**src/rtl/ps2_host_tx_if.sv**
```systemverilog
// Host-side handshake between the transmitter and its user: start strobe,
// byte to send, and the idle/done/error status that comes back.
`timescale 1ns/1ps
interface ps2_host_tx_if;
  logic       wr_ps2;
  logic [7:0] din;
  logic       tx_idle;
  logic       tx_done_tick;
  logic       tx_err;

  // The user drives the request and watches the status
  modport master (
    output wr_ps2, din,
    input  tx_idle, tx_done_tick, tx_err
  );

  // The transmitter takes the request and reports status
  modport slave (
    input  wr_ps2, din,
    output tx_idle, tx_done_tick, tx_err
  );
endinterface

```
**src/rtl/ps2_host_tx.sv**
```systemverilog
// PS/2 host-to-device transmitter: request-to-send inhibit, start bit,
// eight data bits LSB first, odd parity, stop bit, then the device ack.
// Open-drain pins are modelled as pull-low enables.
`timescale 1ns/1ps
module ps2_host_tx #(
  parameter int INHIBIT_CYCLES = 5000,
  parameter int TIMEOUT_CYCLES = 1000000
) (
  input  logic         clk,
  input  logic         reset,
  ps2_host_tx_if.slave host,
  input  logic         ps2c_i,
  input  logic         ps2d_i,
  output logic         ps2c_oe_o,
  output logic         ps2d_oe_o
);

  localparam int CW = $clog2(INHIBIT_CYCLES + 1);
  localparam int TW = $clog2(TIMEOUT_CYCLES + 1);
  localparam logic [CW-1:0] INH_LAST = CW'(INHIBIT_CYCLES - 1);
  localparam logic [TW-1:0] TMO_LAST = TW'(TIMEOUT_CYCLES - 1);

  typedef enum logic [2:0] {
    IDLE, RTS, START, DATA, STOP, WAIT_END
  } state_t;

  state_t        state_q;
  logic [7:0]    filter_q, filter_d;
  logic          fclk_q, fclk_d;
  logic          fall;
  logic          dMeta_q, dSync_q;
  logic [8:0]    shreg_q;
  logic [3:0]    n_q;
  logic [CW-1:0] cnt_q;
  logic [TW-1:0] tmo_q;
  logic          ackBad_q;
  logic          cOe_q, dOe_q;
  logic          idle_q, done_q, err_q;

  // Next filter contents and filtered clock; fall marks a settled 1->0 edge
  always_comb begin
    filter_d = {ps2c_i, filter_q[7:1]};
    fclk_d   = fclk_q;
    if (&filter_d)
      fclk_d = 1'b1;
    else if (~|filter_d)
      fclk_d = 1'b0;
    fall = fclk_q & ~fclk_d;
  end

  // Clock deglitch filter and two-flop synchronizer for the data pin
  always_ff @(posedge clk or posedge reset) begin
    if (reset) begin
      filter_q <= '0;
      fclk_q   <= 1'b0;
      dMeta_q  <= 1'b0;
      dSync_q  <= 1'b0;
    end else begin
      filter_q <= filter_d;
      fclk_q   <= fclk_d;
      dMeta_q  <= ps2d_i;
      dSync_q  <= dMeta_q;
    end
  end

  // Transfer sequencer; pin enables and status are registered so nothing
  // from the pins can reach the open-drain drivers combinationally
  always_ff @(posedge clk or posedge reset) begin
    if (reset) begin
      state_q  <= IDLE;
      shreg_q  <= '0;
      n_q      <= '0;
      cnt_q    <= '0;
      tmo_q    <= '0;
      ackBad_q <= 1'b0;
      cOe_q    <= 1'b0;
      dOe_q    <= 1'b0;
      idle_q   <= 1'b1;
      done_q   <= 1'b0;
      err_q    <= 1'b0;
    end else begin
      done_q <= 1'b0;
      case (state_q)
        IDLE: begin
          if (host.wr_ps2) begin
            shreg_q <= {~^host.din, host.din};
            err_q   <= 1'b0;
            cnt_q   <= '0;
            cOe_q   <= 1'b1;
            dOe_q   <= 1'b1;
            idle_q  <= 1'b0;
            state_q <= RTS;
          end
        end
        RTS: begin
          if (cnt_q == INH_LAST) begin
            cOe_q   <= 1'b0;
            dOe_q   <= 1'b1;
            tmo_q   <= '0;
            state_q <= START;
          end else begin
            cnt_q <= cnt_q + 1'b1;
          end
        end
        default: begin
          if (tmo_q == TMO_LAST) begin
            cOe_q   <= 1'b0;
            dOe_q   <= 1'b0;
            done_q  <= 1'b1;
            err_q   <= 1'b1;
            idle_q  <= 1'b1;
            state_q <= IDLE;
          end else begin
            tmo_q <= tmo_q + 1'b1;
            case (state_q)
              START: begin
                if (fall) begin
                  n_q     <= 4'd8;
                  dOe_q   <= ~shreg_q[0];
                  state_q <= DATA;
                end
              end
              DATA: begin
                if (fall) begin
                  if (n_q != 4'd0) begin
                    shreg_q <= {1'b0, shreg_q[8:1]};
                    n_q     <= n_q - 4'd1;
                    dOe_q   <= ~shreg_q[1];
                  end else begin
                    dOe_q   <= 1'b0;
                    state_q <= STOP;
                  end
                end
              end
              STOP: begin
                if (fall) begin
                  ackBad_q <= dSync_q;
                  state_q  <= WAIT_END;
                end
              end
              WAIT_END: begin
                if (fclk_q && dSync_q) begin
                  done_q  <= 1'b1;
                  err_q   <= ackBad_q;
                  idle_q  <= 1'b1;
                  state_q <= IDLE;
                end
              end
              default: begin
                cOe_q   <= 1'b0;
                dOe_q   <= 1'b0;
                idle_q  <= 1'b1;
                state_q <= IDLE;
              end
            endcase
          end
        end
      endcase
    end
  end

  assign ps2c_oe_o         = cOe_q;
  assign ps2d_oe_o         = dOe_q;
  assign host.tx_idle      = idle_q;
  assign host.tx_done_tick = done_q;
  assign host.tx_err       = err_q;

endmodule

```
**src/flat_wrapper.sv**
```systemverilog
// flat-port wrapper written by rule: the top's interface ports become plain ports
module ps2_host_tx_flat 
#(
  parameter int INHIBIT_CYCLES = 5000,
  parameter int TIMEOUT_CYCLES = 1000000
)
  (clk, reset, ps2c_i, ps2d_i, ps2c_oe_o, ps2d_oe_o, host_wr_ps2, host_din, host_tx_idle, host_tx_done_tick, host_tx_err);
  ps2_host_tx_if host_i ();
  input  logic clk;
  input  logic reset;
  input  logic ps2c_i;
  input  logic ps2d_i;
  output logic ps2c_oe_o;
  output logic ps2d_oe_o;
  input wire logic [$bits(host_i.wr_ps2)-1:0] host_wr_ps2;
  input wire logic [$bits(host_i.din)-1:0] host_din;
  output wire logic [$bits(host_i.tx_idle)-1:0] host_tx_idle;
  output wire logic [$bits(host_i.tx_done_tick)-1:0] host_tx_done_tick;
  output wire logic [$bits(host_i.tx_err)-1:0] host_tx_err;
  assign host_i.wr_ps2 = host_wr_ps2;
  assign host_i.din = host_din;
  assign host_tx_idle = host_i.tx_idle;
  assign host_tx_done_tick = host_i.tx_done_tick;
  assign host_tx_err = host_i.tx_err;
  ps2_host_tx #(.INHIBIT_CYCLES(INHIBIT_CYCLES), .TIMEOUT_CYCLES(TIMEOUT_CYCLES)) u_core (.clk(clk), .reset(reset), .host(host_i), .ps2c_i(ps2c_i), .ps2d_i(ps2d_i), .ps2c_oe_o(ps2c_oe_o), .ps2d_oe_o(ps2d_oe_o));
endmodule
```
**config.mk**
```make
export PLATFORM = sky130hd
export DESIGN_NAME = ps2_host_tx_flat
export DESIGN_NICKNAME = d
export VERILOG_FILES = /design/src/rtl/ps2_host_tx_if.sv /design/src/rtl/ps2_host_tx.sv /design/src/flat_wrapper.sv
export SDC_FILE = /design/constraint.sdc
export NUM_CORES = 1
export LEC_CHECK = 0
export CAP_MARGIN = 20
export CORE_ASPECT_RATIO = 0.7
export CORE_MARGIN = 2
export CORE_UTILIZATION = 50
export DETAILED_ROUTE_END_ITERATION = 16
export PLACE_DENSITY = 0.81
export SYNTH_ARGS = -nofsm -noshare
export SYNTH_HDL_FRONTEND = slang
export SYNTH_SLANG_ARGS = --single-unit
```
**constraint.sdc**
```tcl
create_clock -name clk -period 2.45 [get_ports clk]
set_input_delay 0.6125 -clock clk [delete_from_list [all_inputs] [get_ports clk]]
set_output_delay 0.6125 -clock clk [all_outputs]
set_load 0.03 [all_outputs]
```
==> flow_metrics.env <==
export IMPL_syn_avg_cell_area_um2=9.87
export IMPL_die_w_um=103
export IMPL_drt_first_iter_violations=215
export IMPL_initial_antenna_violation_count=0
export IMPL_power_density_nw_per_um2=922
export IMPL_synth_warning_count=0
export IMPL_setup_viol=9
export IMPL_syn_inst=351
export IMPL_tritonroute_pass_1_iters=5
export IMPL_ios=18
export IMPL_finalClockSkew_ns=0.0157
export IMPL_synth_edf_count=0
export IMPL_leakage_nw=1.76
export IMPL_grt_max_degree=66
export IMPL_postRouteWirelength_um=8490
export IMPL_syn_area_um2=3460
export IMPL_critical_path_class="flop to flop"
export IMPL_worst_slew_pin_transition_ns=0.601
export IMPL_worst_setup_path_start_kind="flop"
export IMPL_antenna_diode_count=0
export IMPL_synth_fp_nets=368
export IMPL_slew_headroom=0.596
export IMPL_cts_num_sinks=65
export IMPL_cts_tree="done"
export IMPL_ys_async_sr_fraction=1.00
export IMPL_layout_cells_most_common="dfrtp_1"
export IMPL_period_minus_slack_ns=2.51
export IMPL_insertion_delay_ns=0.36
export IMPL_hold_path_class="flop to flop"
export IMPL_fin_worst_hold_slack_ns=0.360
export IMPL_synthesized_area_fraction_occupied_by_ao_oa_aoi_and_oai_cells=0.121
export IMPL_nets=408
export IMPL_gp_routability_congestion=0.873
export IMPL_smallest_setup_slack_after_layout_ns=-0.0633
export IMPL_drt_antenna_violating_nets=0
export IMPL_mostFrequentLayoutCells="64 x dfrtp_1, 32 x nand2_1, 26 x nor2_1, 21 x buf_4"
export IMPL_regToRegSetupSlack_ns=-0.06
export IMPL_grt_total_usage=0.240
export IMPL_max_freq_mhz=398
export IMPL_detailroute_via_count=2954
export IMPL_finalNonFillerCells=490
export IMPL_timing_final_crit_share=1.03
export IMPL_clk_pin_slew_worst_paths_ns=0.07
export IMPL_muxShareOfSynthArea=0.0870
export IMPL_crit_path_end_kind="flop"
export IMPL_worst_endpoint_arrival_ns=2.76
export IMPL_worst_path_max_fanout=9
export IMPL_post_route_drc_count=0
export IMPL_fin_util=0.621
export IMPL_buffer_ports_inserted=17
export IMPL_clk_path_buf_depth=2
export IMPL_route_detailed_wl_per_inst_um=17.3
export IMPL_synth_xor_xnor_area_share=0.0531
export IMPL_outcome="complete, but fails checks"
export IMPL_numCtsBuffers=9
export IMPL_root_buffer="clkbuf_8"
export IMPL_violated_checks="negative setup slack"
export IMPL_synth_simple_gate_area_frac=0.224
export IMPL_grt_first_pass_wirelength_um=13600
export IMPL_placed_area_um2=3870
export IMPL_ir_drop_mv=0.621
export IMPL_rsz0062_at_grt="yes"
export IMPL_count_of_endpoints_failing_hold_in_the_final_timing_report=0
export IMPL_layout_filler_cells=535
export IMPL_synth_top_family_by_area="simple AND/OR/NAND/NOR gates"
export IMPL_synthAdderAreaFrac=0.0144
export IMPL_initial_core_utilization=0.515
export IMPL_rows=25
export IMPL_core_region_area_um2=6730
export IMPL_postSynthRegisterBits=65
export IMPL_slew_viol_final=0
export IMPL_total_global_routing_overflow=0
export IMPL_timing_max_cap_violations=0
export IMPL_via_count_of_the_first_global_routing_pass=2679
export IMPL_die_h_um=73.6
export IMPL_ctsHtreeMaxLevel=3
export IMPL_via_per_inst=6.03
export IMPL_dieArea_um2=7620
export IMPL_layout_drive_gt1_share=0.189
export IMPL_synthDistinctLibCells=50
export IMPL_layout_area_overhead_vs_synth_pct=20.6
export IMPL_synth_sequential_area_ratio=0.470
export IMPL_total_power_mw=3.85
export IMPL_worst_ep_required_time_ns=2.70
export IMPL_synth_main_ff_cell="dfrtp_1"
export IMPL_detailed_place_hpwl_um=5820
export IMPL_post_route_cell_area_um2=4180
export IMPL_place_detailed_instances=469
## synth_stat cells, drive strengths merged (2+ instances only)
cell type   n  share of area
clkbuf     11          0.012
or3         7          0.013
o211ai      5          0.015
o21ai      17          0.029
nor3       12          0.017
mux2i       8          0.023
nor3b       2         0.0043
and3        3         0.0054
inv        11          0.012
a211oi      2         0.0043
dfrtp      64           0.46
or4         8          0.017
nand4       9          0.016
mux2       17          0.064
o22ai       3         0.0054
nor2       26          0.028
xor2        2         0.0051
buf         3         0.0061
nand2      32          0.035
a21oi      19          0.027
nor4b       3         0.0076
o31ai       5          0.011
nand2b      4         0.0072
xnor2      19          0.048
and2        2         0.0036
nand3      19          0.027
nor4       10          0.018
or2         2         0.0036
nor2b       2         0.0036
nand3b      3         0.0065
and4        4          0.010
ha          4          0.014
a21o        2         0.0043
## final cells by class
class / count / area (µm²) / area share
clock buffers: 10 / 138 / 0.0329
clock inverters: 6 / 91.3 / 0.0219
inverters: 11 / 41.3 / 0.00988
multi-input cells: 261 / 1770 / 0.423
flip-flops and latches: 65 / 1630 / 0.390
well taps: 94 / 118 / 0.0282
repair buffers: 43 / 395 / 0.0946
## worst max-delay path, cell delays in order (launching register included)
cell and delay (ns):
dfrtp_1 0.40, or4_4 0.56, or4_4 0.51, buf_6 0.15, o211ai_4 0.24, o21ai_4 0.08, buf_12 0.16, mux2_4 0.30
## routing by layer
metal	global-route usage	part of all wire	vias to the layer above
li1	-	-	1366
met1	0.358	0.48	1475
met2	0.322	0.44	96
met3	0.0799	0.066	17
met4	0.0877	0.016	0
met5	0	0	-
## kinds of logic after synthesis
group / after synthesis
compound gates: 63
xor+xnor: 21
fa+ha+maj: 4
buf+inv: 25
flops: 65
mux: 25
simple gates: 148
## through the flow
step | setup TNS [ns] | worst slack [ns]
floorplan | 0 | 0.0118
global placement | -1.49 | -0.166
detailed placement | -2.46 | -0.222
CTS | 0 | 0.0176
global route | -0.791 | -0.0861
finish | -0.415 | -0.0633
## where the power goes
group          switching [mW]  internal (mW)  total [mW]
Combinational           0.687          0.600        1.29
Clock                   0.434          0.603        1.04
Sequential              0.245           1.28        1.53
Total                    1.37           2.48        3.85
## what timing repair did
item | in CTS | in global routing
pin swaps | 0 | 10
gates resized for setup | 2 | 11
setup endpoints to repair | 19 | 19
cloned | 0 | 1
buffers inserted | 0 | 6
hold buffers | 0 | 0
hold endpoints to repair | 0 | 0
## worst paths after layout
| path | depth (start not counted) | end | start |
|---|---|---|---|
| min in group asynchronous | 3 | u_core.cnt_q[1] | reset |
| min reg2reg | 0 | u_core.dSync_q | u_core.dMeta_q |
| max | 7 | u_core.shreg_q[4] | u_core.tmo_q[15] |
| max reg2reg | 7 | u_core.shreg_q[4] | u_core.tmo_q[15] |
| max in group asynchronous | 3 | u_core.host.tx_idle | reset |
| min | 0 | u_core.dSync_q | u_core.dMeta_q |
## sequential cells by signal (all words and copies together) (netlist names)
| name | count |
|---|---|
| u_core.ps2d_oe_o | 1 |
| u_core.filter_q | 7 |
| u_core.fclk_q | 1 |
| u_core.cnt_q | 13 |
| u_core.host.tx_done_tick | 1 |
| u_core.tmo_q | 20 |
| u_core.state_q | 3 |
| u_core.ackBad_q | 1 |
| u_core.dMeta_q | 1 |
| u_core.ps2c_oe_o | 1 |
| u_core.host.tx_idle | 1 |
| u_core.shreg_q | 9 |
| u_core.n_q | 4 |
| u_core.host.tx_err | 1 |
| u_core.dSync_q | 1 |
Note: power is estimated with default switching activity, not from simulation.
